$ cat config.mk
export PLATFORM = sky130hd
export DESIGN_NAME = uart_debug_bridge
export DESIGN_NICKNAME = d
export VERILOG_FILES = /design/src/rtl/uart_debug_bridge_pkg.sv /design/src/rtl/uart_debug_bridge_rx.sv /design/src/rtl/uart_debug_bridge.sv
export SDC_FILE = /design/constraint.sdc
export NUM_CORES = 1
export LEC_CHECK = 0
export ABC_AREA = 1
export ABC_CLOCK_PERIOD_IN_PS = 2510
export CELL_PAD_IN_SITES_DETAIL_PLACEMENT = 1
export CELL_PAD_IN_SITES_GLOBAL_PLACEMENT = 1
export CORE_ASPECT_RATIO = 1.4
export CORE_MARGIN = 5
export CORE_UTILIZATION = 44
export CTS_CLUSTER_DIAMETER = 60
export DETAILED_ROUTE_END_ITERATION = 7
export HOLD_SLACK_MARGIN = 0.1
export PLACE_DENSITY = 0.8
export SYNTH_ARGS = -nofsm -noshare
export SYNTH_HDL_FRONTEND = slang
export SYNTH_SLANG_ARGS = --single-unit
export TNS_END_PERCENT = 20
$ cat constraint.sdc
create_clock -name CLK -period 2.51 [get_ports CLK]
set_input_delay 0.502 -clock CLK [delete_from_list [all_inputs] [get_ports CLK]]
set_output_delay 0.502 -clock CLK [all_outputs]
set_load 0.02 [all_outputs]
$ cat src/rtl/uart_debug_bridge_pkg.sv
// Shared constants for the UART debug bridge: command byte fields, ACK byte, FSM encodings.
// Optional feature macro used by the top: UART_DEBUG_WRITE_ACK_EN (write acknowledge byte).
package uart_debug_bridge_pkg;

  localparam int CMD_WR_BIT  = 7;
  localparam int CMD_RSV_HI  = 6;
  localparam int CMD_RSV_LO  = 3;
  localparam int CMD_ADDR_HI = 2;
  localparam int CMD_ADDR_LO = 0;

  localparam logic [7:0] ACK_BYTE = 8'h06;

  typedef enum logic [2:0] {
    ST_IDLE     = 3'd0,
    ST_GET_DATA = 3'd1,
    ST_SETUP    = 3'd2,
    ST_STROBE   = 3'd3,
    ST_HOLD     = 3'd4,
    ST_TX_WAIT  = 3'd5
  } state_t;

  typedef enum logic [1:0] {
    RX_IDLE  = 2'd0,
    RX_START = 2'd1,
    RX_DATA  = 2'd2,
    RX_STOP  = 2'd3
  } rx_state_t;

  // A command is malformed when any reserved bit is set.
  function automatic logic cmd_is_bad(input logic [7:0] i_cmd);
    return i_cmd[CMD_RSV_HI:CMD_RSV_LO] != 4'b0000;
  endfunction

endpackage

$ cat src/rtl/uart_debug_bridge_rx.sv
// uart_rx_deserializer: 8N1 receiver with 2-flop synchroniser, mid-bit sampling,
// false-start rejection and framing-error flag. Emits one-cycle byte/error pulses.
module uart_rx_deserializer
  import uart_debug_bridge_pkg::*;
#(
  parameter int CLK_DIV = 434
) (
  input  logic       i_clk,
  input  logic       i_rst_n,
  input  logic       i_rx,
  output logic       o_vld,
  output logic [7:0] o_byte,
  output logic       o_ferr
);

  localparam int                CNT_W = $clog2(CLK_DIV);
  localparam logic [CNT_W-1:0] HALF  = CNT_W'(CLK_DIV / 2 - 1);
  localparam logic [CNT_W-1:0] FULL  = CNT_W'(CLK_DIV - 1);

  logic             r_sync0, r_sync1, r_sync2;
  rx_state_t        r_state;
  logic [CNT_W-1:0] r_cnt;
  logic [2:0]       r_bit;
  logic [7:0]       r_shift;
  logic             r_vld, r_ferr;
  logic             w_fall;

  assign w_fall = r_sync2 & ~r_sync1;
  assign o_vld  = r_vld;
  assign o_ferr = r_ferr;
  assign o_byte = r_shift;

  // Bring the asynchronous line into the clock domain; r_sync2 is kept for edge detection.
  always_ff @(posedge i_clk) begin
    if (!i_rst_n) begin
      r_sync0 <= 1'b1;
      r_sync1 <= 1'b1;
      r_sync2 <= 1'b1;
    end else begin
      r_sync0 <= i_rx;
      r_sync1 <= r_sync0;
      r_sync2 <= r_sync1;
    end
  end

  // Frame sequencer: verify start at half bit, sample data at bit centres, check stop bit.
  always_ff @(posedge i_clk) begin
    if (!i_rst_n) begin
      r_state <= RX_IDLE;
      r_cnt   <= '0;
      r_bit   <= '0;
      r_vld   <= 1'b0;
      r_ferr  <= 1'b0;
    end else begin
      r_vld  <= 1'b0;
      r_ferr <= 1'b0;
      case (r_state)
        RX_IDLE: begin
          r_cnt <= '0;
          if (w_fall) r_state <= RX_START;
        end
        RX_START: begin
          if (r_cnt == HALF) begin
            r_cnt   <= '0;
            r_bit   <= '0;
            r_state <= r_sync1 ? RX_IDLE : RX_DATA;
          end else begin
            r_cnt <= r_cnt + 1'b1;
          end
        end
        RX_DATA: begin
          if (r_cnt == FULL) begin
            r_cnt   <= '0;
            r_shift <= {r_sync1, r_shift[7:1]};
            if (r_bit == 3'd7) r_state <= RX_STOP;
            else               r_bit   <= r_bit + 1'b1;
          end else begin
            r_cnt <= r_cnt + 1'b1;
          end
        end
        RX_STOP: begin
          if (r_cnt == FULL) begin
            r_cnt   <= '0;
            r_vld   <= r_sync1;
            r_ferr  <= ~r_sync1;
            r_state <= RX_IDLE;
          end else begin
            r_cnt <= r_cnt + 1'b1;
          end
        end
        default: r_state <= RX_IDLE;
      endcase
    end
  end

endmodule

$ cat src/rtl/uart_debug_bridge.sv
// uart_debug_bridge: serial command stream -> core debug port read/write cycles,
// read data returned over UART TX. Define UART_DEBUG_WRITE_ACK_EN to send 0x06 after each write.
module uart_debug_bridge
  import uart_debug_bridge_pkg::*;
#(
  parameter int CLK_DIV = 434
) (
  input  logic       CLK,
  input  logic       RESETN,
  input  logic       UART_RX,
  output logic       UART_TX,
  output logic [7:0] DEBUG_DIN,
  input  logic [7:0] DEBUG_DOUT,
  output logic [2:0] DEBUG_ADDR,
  output logic       DEBUG_RDN,
  output logic       DEBUG_WRN,
  output logic       BUSY,
  output logic       ERR
);

`ifdef UART_DEBUG_WRITE_ACK_EN
  localparam logic ACK_EN = 1'b1;
`else
  localparam logic ACK_EN = 1'b0;
`endif

  localparam int                CNT_W = $clog2(CLK_DIV);
  localparam logic [CNT_W-1:0] FULL  = CNT_W'(CLK_DIV - 1);

  logic       w_rx_vld, w_rx_ferr;
  logic [7:0] w_rx_byte;
  logic       w_consume, w_overrun, w_bad_cmd, w_tx_load;
  logic [7:0] w_tx_byte;

  logic [7:0] r_hold;
  logic       r_hold_vld;
  state_t     r_state;
  logic       r_is_read;
  logic [2:0] r_cmd_addr;
  logic       r_strobe_cnt;
  logic [7:0] r_rd_data;
  logic [2:0] r_addr;
  logic [7:0] r_din;
  logic       r_rdn, r_wrn;
  logic       r_err;
  logic       r_tx;
  logic [8:0] r_tx_shift;
  logic       r_tx_active;
  logic [CNT_W-1:0] r_tx_cnt;
  logic [3:0] r_tx_bit;

  uart_rx_deserializer #(.CLK_DIV(CLK_DIV)) u_rx (
    .i_clk   (CLK),
    .i_rst_n (RESETN),
    .i_rx    (UART_RX),
    .o_vld   (w_rx_vld),
    .o_byte  (w_rx_byte),
    .o_ferr  (w_rx_ferr)
  );

  // The FSM only takes bytes while waiting for a command or a write's data byte.
  assign w_consume = r_hold_vld && (r_state == ST_IDLE || r_state == ST_GET_DATA);
  assign w_overrun = w_rx_vld && r_hold_vld && !w_consume;
  assign w_bad_cmd = (r_state == ST_IDLE) && r_hold_vld && cmd_is_bad(r_hold);
  assign w_tx_load = (r_state == ST_HOLD) && (r_is_read || ACK_EN);
  assign w_tx_byte = r_is_read ? r_rd_data : ACK_BYTE;

  assign UART_TX    = r_tx;
  assign DEBUG_DIN  = r_din;
  assign DEBUG_ADDR = r_addr;
  assign DEBUG_RDN  = r_rdn;
  assign DEBUG_WRN  = r_wrn;
  assign BUSY       = (r_state != ST_IDLE) || r_tx_active;
  assign ERR        = r_err;

  // One-byte holding register; a byte arriving while it is still full is dropped.
  always_ff @(posedge CLK) begin
    if (!RESETN) begin
      r_hold_vld <= 1'b0;
    end else if (w_rx_vld && (!r_hold_vld || w_consume)) begin
      r_hold     <= w_rx_byte;
      r_hold_vld <= 1'b1;
    end else if (w_consume) begin
      r_hold_vld <= 1'b0;
    end
  end

  // Merge all error sources into a single registered pulse.
  always_ff @(posedge CLK) begin
    if (!RESETN) r_err <= 1'b0;
    else         r_err <= w_rx_ferr | w_overrun | w_bad_cmd;
  end

  // Command FSM: decode, drive address/data, time the strobe, capture read data.
  always_ff @(posedge CLK) begin
    if (!RESETN) begin
      r_state      <= ST_IDLE;
      r_is_read    <= 1'b0;
      r_cmd_addr   <= '0;
      r_strobe_cnt <= 1'b0;
      r_addr       <= '0;
      r_din        <= '0;
      r_rdn        <= 1'b1;
      r_wrn        <= 1'b1;
    end else begin
      case (r_state)
        ST_IDLE: begin
          if (r_hold_vld && !cmd_is_bad(r_hold)) begin
            r_is_read  <= ~r_hold[CMD_WR_BIT];
            r_cmd_addr <= r_hold[CMD_ADDR_HI:CMD_ADDR_LO];
            if (r_hold[CMD_WR_BIT]) begin
              r_state <= ST_GET_DATA;
            end else begin
              r_addr  <= r_hold[CMD_ADDR_HI:CMD_ADDR_LO];
              r_state <= ST_SETUP;
            end
          end
        end
        ST_GET_DATA: begin
          if (r_hold_vld) begin
            r_addr  <= r_cmd_addr;
            r_din   <= r_hold;
            r_state <= ST_SETUP;
          end
        end
        ST_SETUP: begin
          r_strobe_cnt <= 1'b0;
          r_rdn        <= ~r_is_read;
          r_wrn        <= r_is_read;
          r_state      <= ST_STROBE;
        end
        ST_STROBE: begin
          if (r_strobe_cnt) begin
            r_rdn   <= 1'b1;
            r_wrn   <= 1'b1;
            if (r_is_read) r_rd_data <= DEBUG_DOUT;
            r_state <= ST_HOLD;
          end else begin
            r_strobe_cnt <= 1'b1;
          end
        end
        ST_HOLD: begin
          r_state <= (r_is_read || ACK_EN) ? ST_TX_WAIT : ST_IDLE;
        end
        ST_TX_WAIT: begin
          if (!r_tx_active) r_state <= ST_IDLE;
        end
        default: r_state <= ST_IDLE;
      endcase
    end
  end

  // TX shifter: start bit on load, then 8 data bits LSB first and one stop bit.
  always_ff @(posedge CLK) begin
    if (!RESETN) begin
      r_tx        <= 1'b1;
      r_tx_active <= 1'b0;
      r_tx_cnt    <= '0;
      r_tx_bit    <= '0;
    end else if (w_tx_load) begin
      r_tx        <= 1'b0;
      r_tx_shift  <= {1'b1, w_tx_byte};
      r_tx_active <= 1'b1;
      r_tx_cnt    <= '0;
      r_tx_bit    <= '0;
    end else if (r_tx_active) begin
      if (r_tx_cnt == FULL) begin
        r_tx_cnt <= '0;
        if (r_tx_bit == 4'd9) begin
          r_tx_active <= 1'b0;
        end else begin
          r_tx       <= r_tx_shift[0];
          r_tx_shift <= {1'b1, r_tx_shift[8:1]};
          r_tx_bit   <= r_tx_bit + 1'b1;
        end
      end else begin
        r_tx_cnt <= r_tx_cnt + 1'b1;
      end
    end
  end

endmodule

=== Word level (Yosys, flattened, before mapping) ===
Index checks and enable logic that the tools add are counted.

* Output and inout bits: 16
* Flip-flop bits (word level): 90

* Equality and inequality tests: 25
* Muxes and demuxes: 45
* $add $sub $neg: 4
* Reduce and logical (&&, ||, !) cells: 40
* Bitwise gates (word level): 8

{| class="wikitable"
|+ Operators by type and width
! operator !! count
|-
| $mux 9 || 6
|-
| $mux 3 || 11
|-
| $pmux 9 s3 || 1
|-
| $reduce_and 4->1 || 5
|-
| $add 9x1->9 const B || 2
|-
| $eq 9x9->1 const B || 2
|-
| $pmux 3 s6 || 1
|-
| $mux 8 || 2
|-
| $mux 2 || 7
|-
| $ne 2x1->1 const B || 6
|-
| $ne 2x2->1 const B || 6
|-
| $pmux 3 s2 || 2
|-
| $reduce_and 3->1 || 4
|-
| $reduce_bool 2->1 || 6
|-
| $mux 1 || 11
|-
| $eq 3x3->1 const B || 3
|-
| $eq 9x8->1 const B || 1
|-
| $logic_and 1x1->1 || 8
|-
| $pmux 2 s4 || 1
|-
| $reduce_and 2->1 || 4
|-
| $eq 3x2->1 const B || 2
|-
| $pmux 1 s2 || 3
|-
| $not 1->1 || 5
|-
| $reduce_and 5->1 || 1
|-
| 15 further kinds || 22
|}

=== Depth between registers and ports, before layout ===
* Depth in word-level cells: 7
* Depth in mapped cells: 11
* Mapped depth without buffers: 11

=== By module ===
From an unflattened synthesis, not the netlist that was laid out.

* Cells, all modules: 457
* Area, all modules: 3872.5 um^2

{| class="wikitable"
|+ By module, submodules not included
! module !! times used !! sequential area each (um^2) !! area each (um^2) !! cells an instance
|-
| uart_debug_bridge || 1 || 1481.4 || 2690.1 || 323
|-
| uart_rx_deserializer || 1 || 620.6 || 1182.4 || 134
|}

=== Worst setup path before layout ===
OpenSTA, ideal clock, no wires.

* Path kind: in2reg
* Start point: input port RESETN
* End point: register r_rd_data[0], enable pin
* Arrival: 1.679 ns
* Library setup time: 0.395 ns
* Cell stages on the path: 3
* Path slack: 0.436 ns
* Path through: clkbuf_2 inv_1 nor4_1

* Word-level cells in the longest chain between the ends: 1

{| class="wikitable"
|+ RTL lines
! item !! line !! text
|-
| from (decl) || uart_debug_bridge.sv:9 || <nowiki>input logic RESETN,</nowiki>
|-
| $reduce_and 4->1 (no source line) || - ||
|-
| to (signal assigned) || uart_debug_bridge.sv:136 || <nowiki>if (r_is_read) r_rd_data <= DEBUG_DOUT;</nowiki>
|-
| to (decl) || uart_debug_bridge.sv:41 || <nowiki>logic [7:0] r_rd_data;</nowiki>
|}

No other way between the ends.
A chain may end at the register's enable or synchronous reset.

=== Worst setup path after layout ===
* Start point: register r_state[2]
* End point: output port BUSY

* Word-level cells in the longest chain between the ends: 2

{| class="wikitable"
|+ RTL lines
! item !! line !! text
|-
| from (decl) || uart_debug_bridge.sv:37 || <nowiki>state_t r_state;</nowiki>
|-
| from (signal assigned) || uart_debug_bridge.sv:143 || <nowiki>r_state <= (r_is_read || ACK_EN) ? ST_TX_WAIT : ST_IDLE;</nowiki>
|-
| $reduce_bool 3->1 || uart_debug_bridge.sv:73 || <nowiki>assign BUSY = (r_state != ST_IDLE) || r_tx_active;</nowiki>
|-
| $logic_or 1x1->1 || uart_debug_bridge.sv:73 ||
|-
| to (decl) || uart_debug_bridge.sv:17 || <nowiki>output logic BUSY,</nowiki>
|}

No other way between the ends.

==> results.toml <==
[status]
outcome = "finished, final reports clean"

[clocking]
htree_levels = 3
clk_latency_ns = 0.35
clockRootBuffer = "clkbuf_16"
cts-resized-gates = 0
clk_path_buf_depth = 2
post_cts_buffers = 0
hold_buffers = 0
cts.sinks = 89
path_clk_slew_ns = 0.07
cts_inserted_buffers = 9
tritoncts = "yes"

[place]
gp_congestion = 0.8125
place_hpwl_um = 5995
port_buffers = 26

[detailed_routing]
wire_per_inst_um = 14.02
drc = 0
viasPerCell = 4.991
postRouteAntennaNets = 0
dr.pass1.iters = 4
num_vias = 2915
drtIter0Drc = 101
routed_wl_um = 8190

[global_route]
busiest_layer = "met2"
grt_use_total = 0.1710
use_met2 = 0.2935
antenna_found_initial = 0
overflow = 0
grt_max_degree = 25
use_met1 = 0.1902
grt_util_met3 = 0.04258
grt_pass1_vias = 3100
grt_pass1_wl_um = 14060

[final_layout]
area_growth_pct = 18.15
final.fill_count = 1006
final_common_cell = "nand2_1"
mostFrequentLayoutCells = "93 x nand2_1, 58 x nor2_1, 57 x dfxtp_1, 57 x inv_1, 32 x edfxtp_1"
regArea_um2 = 2102
post-route-util = 0.5265
multi_input_area_um2 = 1409
final_nets = 494
diodes = 0
final_layout_size_suffix_gt1_frac = 0.09186

[setup_path]
crit_type = "flop to output pin"
startpoint_type = "flop"
crit_arrival_ns = 1.82
ff2ff_path_depth = 8
worst_setup_path_end_kind = "output pin"
worstPathMaxFanout = 5
cp.required_ns = 2.01

[timing]
rsz0062_at_grt = "no"
max_clock_freq_mhz = 429.8
slew_viol_final = 0
relSlewSlack = 0.6901
fin_tns_setup_ns = 0
worst_pin_slew_ns = 0.4644
skew_ns = 0.007079
finalHoldViolCount = 0
finalCritPeriodShare = 0.9270
finalSetupViolCount = 0
min_period_ns = 2.327

[synth]
synth-seq-cells = 89
ys_warn_count = 0
synth_top_family_by_area = "simple AND/OR/NAND/NOR gates"
synth_edf_count = 32
synthSimpleGateAreaFrac = 0.2429
syn_nets = 458
synthArstFlopShare = 0
syn_area_per_cell_um2 = 8.656
yosysSeqAreaShare = 0.5545
netlist_instances = 438
synth_compound_area_frac = 0.08284
yosysUniqueCellTypes = 36
synthAdderAreaFrac = 0.02970
synth_xor_xnor_area_share = 0.01617
synth_mux_area_frac = 0
syn-cell-area_um2 = 3791
synth_flop_cell = "dfxtp_1"

[hold_path]
hp-class = "flop to flop"
worstHoldPathCells = 0

[flow_run]
drv_cap = 0

[floorplanning]
core_area_um2 = 8508
initial_utilization = 0.4456
ios = 27
die_x_um = 88.45
die-area_um2 = 10600
die_height_um = 119.8
rows = 40

[power]
pwr_density_cell_nw_per_um2 = 672.7
vdd_ir_drop_max_v = 0.0003976
leakagePower_uw = 0.001757
==> kinds of logic (layout without fill, tap and decap cells) <==
| group | after synthesis | count (layout) |
|---|---|---|
| and+or+nand+nor | 207 | 207 |
| buffers and inverters | 67 | 108 |
| xor gates and xnor gates | 7 | 7 |
| DFF | 89 | 89 |
| adders and majority gates | 9 | 9 |
| AOI/OAI and AO/OA | 59 | 59 |
==> worst paths after layout <==
kind,slack [ns],end,start
min,0.42,r_hold[0],u_rx.o_byte[0]
max reg2reg,0.68,r_tx_shift[3],r_tx_cnt[0]
max,0.18,BUSY,r_state[2]
min reg2reg,0.42,r_hold[0],u_rx.o_byte[0]
==> metal layers <==
layer	vias to the layer above	wire length, um	part of all wire
li1	1486	-	-
met1	1374	3357	0.41
met2	35	4363	0.53
met3	20	254	0.031
met4	0	215	0.026
met5	-	0	0
==> layout make-up <==
class / count / share of cell area
Tap cell: 105 / 0.02933
Sequential cell: 89 / 0.4693
Inverter: 59 / 0.04944
Multi-Input combinational cell: 282 / 0.3145
Timing Repair Buffer: 33 / 0.06983
Clock buffer: 9 / 0.05028
Clock inverter: 7 / 0.01732
==> state kept, by name (all words and copies together), names as in the netlist, 3 cells and up, named ones only <==
name and count:
r_tx_bit 4, r_tx_cnt 9, u_rx.r_bit 3, r_rd_data 8
DEBUG_DIN 8, u_rx.r_cnt 9, r_tx_shift 8, DEBUG_ADDR 3
r_hold 8, u_rx.o_byte 8, r_cmd_addr 3, r_state 3
==> Yosys cell counts, types with 2 or more instances <==
library cell,n,area share
xnor2_1,2,0.0046
nor2_1,58,0.057
dfxtp_1,57,0.30
edfxtp_1,32,0.25
nor2_4,2,0.0059
buf_6,3,0.0089
nand3_1,26,0.034
nor3_1,4,0.0053
a21oi_1,29,0.038
nand2_1,93,0.092
nand3_2,3,0.0079
or2_2,3,0.0050
inv_2,2,0.0020
nor2_2,4,0.0066
xor2_1,5,0.012
nor3b_1,4,0.0079
o21ai_1,6,0.0079
inv_1,57,0.056
o21ai_2,3,0.0069
ha_1,9,0.030
nand4_1,3,0.0050
nand2_2,2,0.0033
o21ai_0,18,0.024
==> metrics by stage <==
stage / setup slack (ns) / instance area, um^2 / std cells / hold WS [ns] / power [uW]
finish: 0.1831 / 4479 / 584 / 0.4248 / 3013
global route: 0.08283 / 4479 / 584 / 0.4421 / 3136
CTS: 0.1424 / 4479 / 584 / 0.4249 / 3051
detailed placement: 0.4892 / 4177 / 568 / 0.4090 / 1685
global placement: 0.5164 / 4177 / 568 / 0.3940 / 1676
floorplan: 0.4365 / 3791 / 438 / 0.3925 / 1640
==> worst max-delay path: stages (launching register included) <==
cell             delay [ns]
dfxtp_1                0.44
inv_1                  0.14
nand2_2                0.13
inv_1                  0.08
nand2_1                0.08
clkdlybuf4s50_1        0.61
==> report_power, final <==
part           internal, uW  switching [uW]
clock                   783             579
sequential             1500            15.0
combinational          54.4            79.2
Note: power is estimated with default switching activity, not from simulation.
